### src/rtl/ifu_buf_pkg.sv
// ifu_buf_pkg
// Shared constants and types for the instruction-fetch buffer.
//   RESET_PC_DEFAULT    : fetch PC loaded by reset
//   DEPTH_MIN/DEPTH_MAX : legal fetch-queue depth range (power of two)
//   fetch_entry_t       : one queue entry, {pc, inst}, 64 bits
package ifu_buf_pkg;

    localparam logic [31:0] RESET_PC_DEFAULT = 32'h0000_3000;
    localparam int          IM_AW_DEFAULT    = 10;
    localparam int          DEPTH_DEFAULT    = 4;
    localparam int          DEPTH_MIN        = 2;
    localparam int          DEPTH_MAX        = 16;
    localparam int          ENTRY_W          = 64;

    typedef struct packed {
        logic [31:0] pc;
        logic [31:0] inst;
    } fetch_entry_t;

    // True when d is a supported queue depth.
    function automatic logic depth_legal(input int d);
        return (d >= DEPTH_MIN) && (d <= DEPTH_MAX) && ((d & (d - 1)) == 0);
    endfunction

endpackage

### src/rtl/ifu_fifo.sv
// ifu_fifo
// Fetch-queue storage with read/write pointers and an occupancy count.
// The head entry is read straight out of the entry registers, so dout
// never depends combinationally on din.
// Ports:
//   clk, reset  : clock, synchronous active-high reset
//   push, pop   : enqueue din / dequeue head (both legal when full)
//   flush       : empty the queue; a pop in the same cycle is absorbed
//   din, dout   : entry in / queue head out
//   count       : number of valid entries, 0..DEPTH
module ifu_fifo
    import ifu_buf_pkg::*;
#(
    parameter int  WIDTH = ENTRY_W,
    parameter int  DEPTH = DEPTH_DEFAULT,
    localparam int PTR_W = $clog2(DEPTH),
    localparam int CNT_W = PTR_W + 1
) (
    input  logic             clk,
    input  logic             reset,
    input  logic             push,
    input  logic             pop,
    input  logic             flush,
    input  logic [WIDTH-1:0] din,
    output logic [WIDTH-1:0] dout,
    output logic [CNT_W-1:0] count
);

    logic [WIDTH-1:0] mem_q [DEPTH];
    logic [PTR_W-1:0] rptr_q, rptr_d;
    logic [PTR_W-1:0] wptr_q, wptr_d;
    logic [CNT_W-1:0] count_q, count_d;

    // Entries are cleared on reset so the head reads as zero afterwards.
    generate
        for (genvar gi = 0; gi < DEPTH; gi++) begin : g_entry
            always_ff @(posedge clk) begin
                if (reset) begin
                    mem_q[gi] <= '0;
                end else if (push && (wptr_q == PTR_W'(gi))) begin
                    mem_q[gi] <= din;
                end
            end
        end
    endgenerate

    // Pointers are exactly log2(DEPTH) bits and wrap on their own.
    always_comb begin
        rptr_d  = rptr_q;
        wptr_d  = wptr_q;
        count_d = count_q;
        if (flush) begin
            rptr_d  = '0;
            wptr_d  = '0;
            count_d = '0;
        end else begin
            if (push) begin
                wptr_d = wptr_q + PTR_W'(1);
            end
            if (pop) begin
                rptr_d = rptr_q + PTR_W'(1);
            end
            count_d = count_q + CNT_W'(push) - CNT_W'(pop);
        end
    end

    always_ff @(posedge clk) begin
        if (reset) begin
            rptr_q  <= '0;
            wptr_q  <= '0;
            count_q <= '0;
        end else begin
            rptr_q  <= rptr_d;
            wptr_q  <= wptr_d;
            count_q <= count_d;
        end
    end

    assign dout  = mem_q[rptr_q];
    assign count = count_q;

endmodule

### src/rtl/ifu_buf.sv
// ifu_buf
// Instruction fetch unit with a small decoupling queue. A fetch PC drives
// a combinational instruction memory; each accepted word is queued with
// its PC and presented to decode from registered storage.
// Ports:
//   clk, reset          : clock, synchronous active-high reset
//   redirect_valid/_pc  : flush the queue and restart fetch at redirect_pc
//   im_addr / im_rdata  : instruction memory address / same-cycle data
//   out_valid/out_ready : head handshake towards decode
//   out_inst / out_pc   : head instruction word and its byte address
module ifu_buf
    import ifu_buf_pkg::*;
#(
    parameter logic [31:0] RESET_PC = RESET_PC_DEFAULT,
    parameter int          IM_AW    = IM_AW_DEFAULT,
    parameter int          DEPTH    = DEPTH_DEFAULT
) (
    input  logic             clk,
    input  logic             reset,
    input  logic             redirect_valid,
    input  logic [31:0]      redirect_pc,
    output logic [IM_AW-1:0] im_addr,
    input  logic [31:0]      im_rdata,
    output logic             out_valid,
    input  logic             out_ready,
    output logic [31:0]      out_inst,
    output logic [31:0]      out_pc
);

    localparam int CNT_W = $clog2(DEPTH) + 1;

    logic [31:0]      fpc_q, fpc_d;
    logic [CNT_W-1:0] count;
    logic             push;
    logic             pop;
    fetch_entry_t     din;
    fetch_entry_t     dout;

    assign im_addr   = fpc_q[IM_AW-1:0];
    assign out_valid = (count != '0);
    assign pop       = out_valid & out_ready;
    // A pop frees a slot in the same cycle, so a full queue still streams.
    assign push      = !redirect_valid && ((count < CNT_W'(DEPTH)) || pop);

    assign din.pc   = fpc_q;
    assign din.inst = im_rdata;

    always_comb begin
        fpc_d = fpc_q;
        if (redirect_valid) begin
            fpc_d = {redirect_pc[31:2], 2'b00};
        end else if (push) begin
            fpc_d = fpc_q + 32'd4;
        end
    end

    always_ff @(posedge clk) begin
        if (reset) begin
            fpc_q <= RESET_PC;
        end else begin
            fpc_q <= fpc_d;
        end
    end

    ifu_fifo #(
        .WIDTH (ENTRY_W),
        .DEPTH (DEPTH)
    ) u_fifo (
        .clk   (clk),
        .reset (reset),
        .push  (push),
        .pop   (pop),
        .flush (redirect_valid),
        .din   (din),
        .dout  (dout),
        .count (count)
    );

    assign out_inst = dout.inst;
    assign out_pc   = dout.pc;

endmodule
### config.mk
export PLATFORM = sky130hd
export DESIGN_NAME = ifu_buf
export DESIGN_NICKNAME = d
export VERILOG_FILES = /design/src/rtl/ifu_buf_pkg.sv /design/src/rtl/ifu_fifo.sv /design/src/rtl/ifu_buf.sv
export SDC_FILE = /design/constraint.sdc
export NUM_CORES = 1
export LEC_CHECK = 0
export BUFFER_PORTS_ARGS = -buffer_cell sky130_fd_sc_hd__clkbuf_2
export CORE_MARGIN = 8
export CORE_UTILIZATION = 45
export DETAILED_ROUTE_END_ITERATION = 10
export PLACE_DENSITY = 0.66
export SETUP_SLACK_MARGIN = 0.1
export SLEW_MARGIN = 20
export SYNTH_ARGS = -nofsm -noshare
export SYNTH_HDL_FRONTEND = slang
export SYNTH_HIERARCHICAL = 1
export SYNTH_SLANG_ARGS = --single-unit
### constraint.sdc
create_clock -name clk -period 3.8 [get_ports clk]
set_clock_uncertainty 0.05 [all_clocks]
set_input_delay 0.57 -clock clk [delete_from_list [all_inputs] [get_ports clk]]
set_output_delay 0.57 -clock clk [all_outputs]
set_load 0.02 [all_outputs]
-- Yosys cells after proc, flatten, opt, wreduce, memory -nomap -nowiden
Memories as Yosys holds them, arrays and structs flattened. A register that Yosys moved wholly into a read port is not among the register bits.
Index checks and enable logic that the tools add are counted.
- register bits: 39
- bits in writable memories: 256
- output and inout bits: 75
- word-level logic and storage cells: 53
- memories kept: 1
- memories (memory ; depth ; bits a word ; rd ports ; clocked after memory_dff ; write ports ; RTL line ; RTL):
    u_fifo.mem_q ; 4 ; 64 ; 1 ; 1 ; 4 ; ifu_fifo.sv:29 ; logic [WIDTH-1:0] mem_q [DEPTH];
- $add $sub $neg: 5
- order comparisons: 1
- equal/unequal tests: 3
- mux-type cells: 22
- bitwise gates (word level): 5
- reductions and logical operators: 11
- operator list (kind ; number):
    $mux W64 ; 4
    $mux W32 ; 2
    $add A32 B3 Y32 const B ; 1
    $mux W1 ; 14
    $logic_and A1 B1 Y1 ; 5
    $add A2 B1 Y2 const B ; 2
    $eq A2 B2 Y1 const B ; 2
    $mux W2 ; 2
    $or A1 B1 Y1 ; 4
    $add A3 B1 Y3 ; 1
    $lt A3 B3 Y1 const B ; 1
    $reduce_bool A3 Y1 ; 1
    $sub A3 B1 Y3 ; 1
    $eq A2 B1 Y1 const B ; 1
    $logic_not A2 Y1 ; 1
    $reduce_bool A2 Y1 ; 1
    $reduce_or A2 Y1 ; 1
    $and A1 B1 Y1 ; 1
    $logic_not A1 Y1 ; 1
    $logic_or A1 B1 Y1 ; 1

-- Depth between registers and ports, before layout
- depth in word-level cells: 9
- depth in mapped cells: 13
- depth with buffers taken out: 10

-- Modules after synthesis
Netlist, hierarchy kept.
- modules (own cells, without submodules) (module ; times used ; cells each ; area an instance (um^2) ; sequential area each (um^2)):
    ifu_fifo ; 1 ; 667 ; 11712.5 ; 7867.5
    ifu_buf ; 1 ; 247 ; 1940.6 ; 600.6

-- Worst setup path after synthesis
Ideal clock, no wire load.
- path kind: input port to flip-flop
- from: input port redirect_valid
- to: memory u_fifo/mem_q[0][0] (netlist name), enable pin
- setup time: 0.421 ns
- arrival time: 2.851 ns
- setup slack: 0.478 ns
- stages on the path: 7
- buffers on the path: 3
- cells stage by stage: clkbuf_1 > clkinv_1 > clkbuf_1 > nand2_1 > inv_1 > buf_2 > a21o_1
- RTL lines (element ; RTL line ; RTL):
    start: declaration ; ifu_buf.sv:20 ; input logic redirect_valid,
    end: declaration ; ifu_fifo.sv:29 ;

==> impl_metrics.env <==
export IMPL_synthTopCellsByCount="260 x and2_1, 256 x edfxtp_1, 60 x mux4_2"
export IMPL_drt_initial_drc_count=550
export IMPL_cts_tree="done"
export IMPL_vias=7814
export IMPL_synth_top_area_frac=0.563
export IMPL_finalMaxSlewViolations=0
export IMPL_syn_area_mm2=0.0137
export IMPL_outcome="complete, no violations"
export IMPL_cts_sinks=295
export IMPL_antenna_cells=0
export IMPL_ir_drop_uv=290
export IMPL_cts_made_buffers=34
export IMPL_power_leakage_nw=5.85
export IMPL_postCtsSetupBuffers=0
export IMPL_h_tree_depth=2
export IMPL_instances_no_fill=1458
export IMPL_wl_per_cell_um=21.0
export IMPL_grt_pass1_wl_mm=47.8
export IMPL_top_usage_layer="met2"
export IMPL_synth_async_reset_ratio=0
export IMPL_die_w_um=190
export IMPL_grt_use_total=0.170
export IMPL_synthXorXnorAreaFrac=0.00880
export IMPL_final_setup_viol_count=0
export IMPL_core_area_mm2=0.0298
export IMPL_reg2reg_from="fpc_q[3]$_SDFFE_PP0P_"
export IMPL_synth_edff_count=256
export IMPL_clk_pin_slew_ps=50
export IMPL_ys_seq_area_frac=0.620
export IMPL_drv_cap=0
export IMPL_detailed_place_hpwl_mm=18.9
export IMPL_synthMuxAreaShare=0.107
export IMPL_use_met3=0.0342
export IMPL_ys_warn_count=6
export IMPL_die_h_um=190
export IMPL_met1_usage=0.228
export IMPL_die_area_mm2=0.0362
export IMPL_io_buffers=138
export IMPL_initial_core_util=0.458
export IMPL_crit_arrival_ps=2300
export IMPL_layout_drive_gt1_share=0.258
export IMPL_yosys_area_top_type="edfxtp_1"
export IMPL_endpoint="out_inst[0]"
export IMPL_synth_area_leaders="edfxtp_1 56%, and2_1 12%, mux4_2 9.9%"
export IMPL_drt_total_wl_mm=30.6
export IMPL_max_slew_margin=0.305
export IMPL_cp_required_ps=3180
export IMPL_dr_pass1_iters=5
export IMPL_min_period_ps=2920
export IMPL_finalSetupTns_ps=0
export IMPL_areaGrowthSynthToFinish_pct=13.6
export IMPL_worstHoldPathType="in -> reg"
export IMPL_rsz0062_at_grt="no"
export IMPL_synth_top_family_by_area="simple AND/OR/NAND/NOR gates"
export IMPL_synthAdderAreaFrac=0.00788
export IMPL_finalHoldViolCount=0
export IMPL_fmax_mhz=342
export IMPL_ctsResizeCount=0
export IMPL_crit_fanout=32
export IMPL_antenna_found_initial=0
export IMPL_end_kind="output pin"
export IMPL_grt_max_degree=59
export IMPL_fillers=2515
export IMPL_synthFlopType="edfxtp_1"
export IMPL_startpoint_type="flop"
export IMPL_yosysUniqueCellTypes=57
export IMPL_gr_usage_met2=0.283
export IMPL_io_pin_count=143
export IMPL_ctsHoldBuffers=0
export IMPL_avgSynthCellArea_um2=14.9
export IMPL_grt_pass1_vias=8170
export IMPL_yosysMostFrequentCell="and2_1"
export IMPL_gp_congestion=0.799
export IMPL_overflow=0
export IMPL_route_detailed_drc=0
export IMPL_num_rows=63
export IMPL_clk_path_buf_depth=3
export IMPL_dp_cells=1400
export IMPL_fin_nets=1122
export IMPL_worstMarginPinSlew_ps=1030
export IMPL_period_share=0.769
export IMPL_via_per_inst=5.36
export IMPL_rrSetupSlack_ps=1300
export IMPL_reg2reg_depth=5
export IMPL_synthSimpleGateAreaFrac=0.171
export IMPL_powerDensity_mw_per_mm2=471
export IMPL_synth_compound_area_frac=0.0338
export IMPL_syn_inst=914
export IMPL_ys_ff_latch=295
export IMPL_rr_endpoint="fpc_q[24]$_SDFFE_PP0P_"
export IMPL_drtAntennaViolNets=0
export IMPL_criticalPathCategory="reg -> out"
export IMPL_insertion_delay_ps=500
export IMPL_clk_root_buffer_cell="clkbuf_16"
per-layer routing:
metal,vias up,routed length (um)
met2,209,14900
met4,0,457
met3,41,1730
met1,3901,13500
li1,3663,-
met5,-,0
logic make-up (layout without fill, tap and decap cells):
group	count (synthesis)	in the layout
and+or+nand+nor	387	387
DFF	295	295
buffers and inverters	87	232
muxes	65	65
AOI/OAI and AO/OA	59	59
xor gates and xnor gates	12	12
adders and majority gates	8	8
other	1	10
state kept, by name (all words and copies together), names as in the netlist, named ones only:
name           count
u_fifo/mem_q     256
fpc_q             30
u_fifo/count       3
u_fifo/rptr_q      2
u_fifo/wptr_q      2
placed cells by master (no fill, tap or decap), drive strengths merged, types with 12 or more instances in the layout:
cell type and n:
nand2 19, and2 260, nand4 12, dfxtp 39, edfxtp 256, nor2 31
inv 17, clkbuf 180, buf 19, mux4 64, clkinv 16
worst max-delay path, cell delays in order, from the launching register on:
cell and delay, ps:
dfxtp_4 630, buf_12 340, mux4_1 620, clkbuf_2 180
cell type report:
type,count,area (um2),area share
clock buffers,42,902,0.0581
clock inverters,16,76.3,0.00492
inverters,17,63.8,0.00411
multi-input cells,541,4560,0.294
flip-flops and latches,295,8480,0.546
well taps,390,488,0.0314
repair buffers,157,946,0.0610
power by group:
part           total [mW]  switching [mW]  internal [mW]
registers            3.79          0.0953           3.69
clock network        2.90            1.22           1.68
logic               0.623           0.375          0.248
metrics by stage:
| stage | cell area (um2) | hold WS (ps) | worst slack (ps) | power, mW | util |
|---|---|---|---|---|---|
| after floorplan | 13700 | 449 | 478 | 4.25 | - |
| after global placement | 14500 | 458 | 1040 | 4.48 | 0.488 |
| after detailed placement | 14500 | 472 | 970 | 4.50 | 0.488 |
| after CTS | 15500 | 236 | 783 | 7.40 | 0.521 |
| after global routing | 15500 | 266 | 727 | 7.57 | 0.521 |
| final | 15500 | 258 | 877 | 7.31 | 0.521 |
how the worst min path moves through the flow:
stage | start | endpoint | slack (ps) | cells after the start
2_1_floorplan | u_fifo/rptr_q[1]$_SDFFE_PP0P_ | flop | 450 | 2
3_3_place_gp | u_fifo/rptr_q[1]$_SDFFE_PP0P_ | flop | 460 | 2
3_5_place_dp | u_fifo/rptr_q[0]$_SDFFE_PP0P_ | flop | 470 | 2
4_1_cts | redirect_pc[2] | fpc_q[2]$_SDFFE_PP0P_ | 240 | 3
5_1_grt | redirect_pc[2] | fpc_q[2]$_SDFFE_PP0P_ | 270 | 3
6_report | redirect_pc[2] | fpc_q[2]$_SDFFE_PP0P_ | 260 | 3
Power figures use the tool's default switching activity.
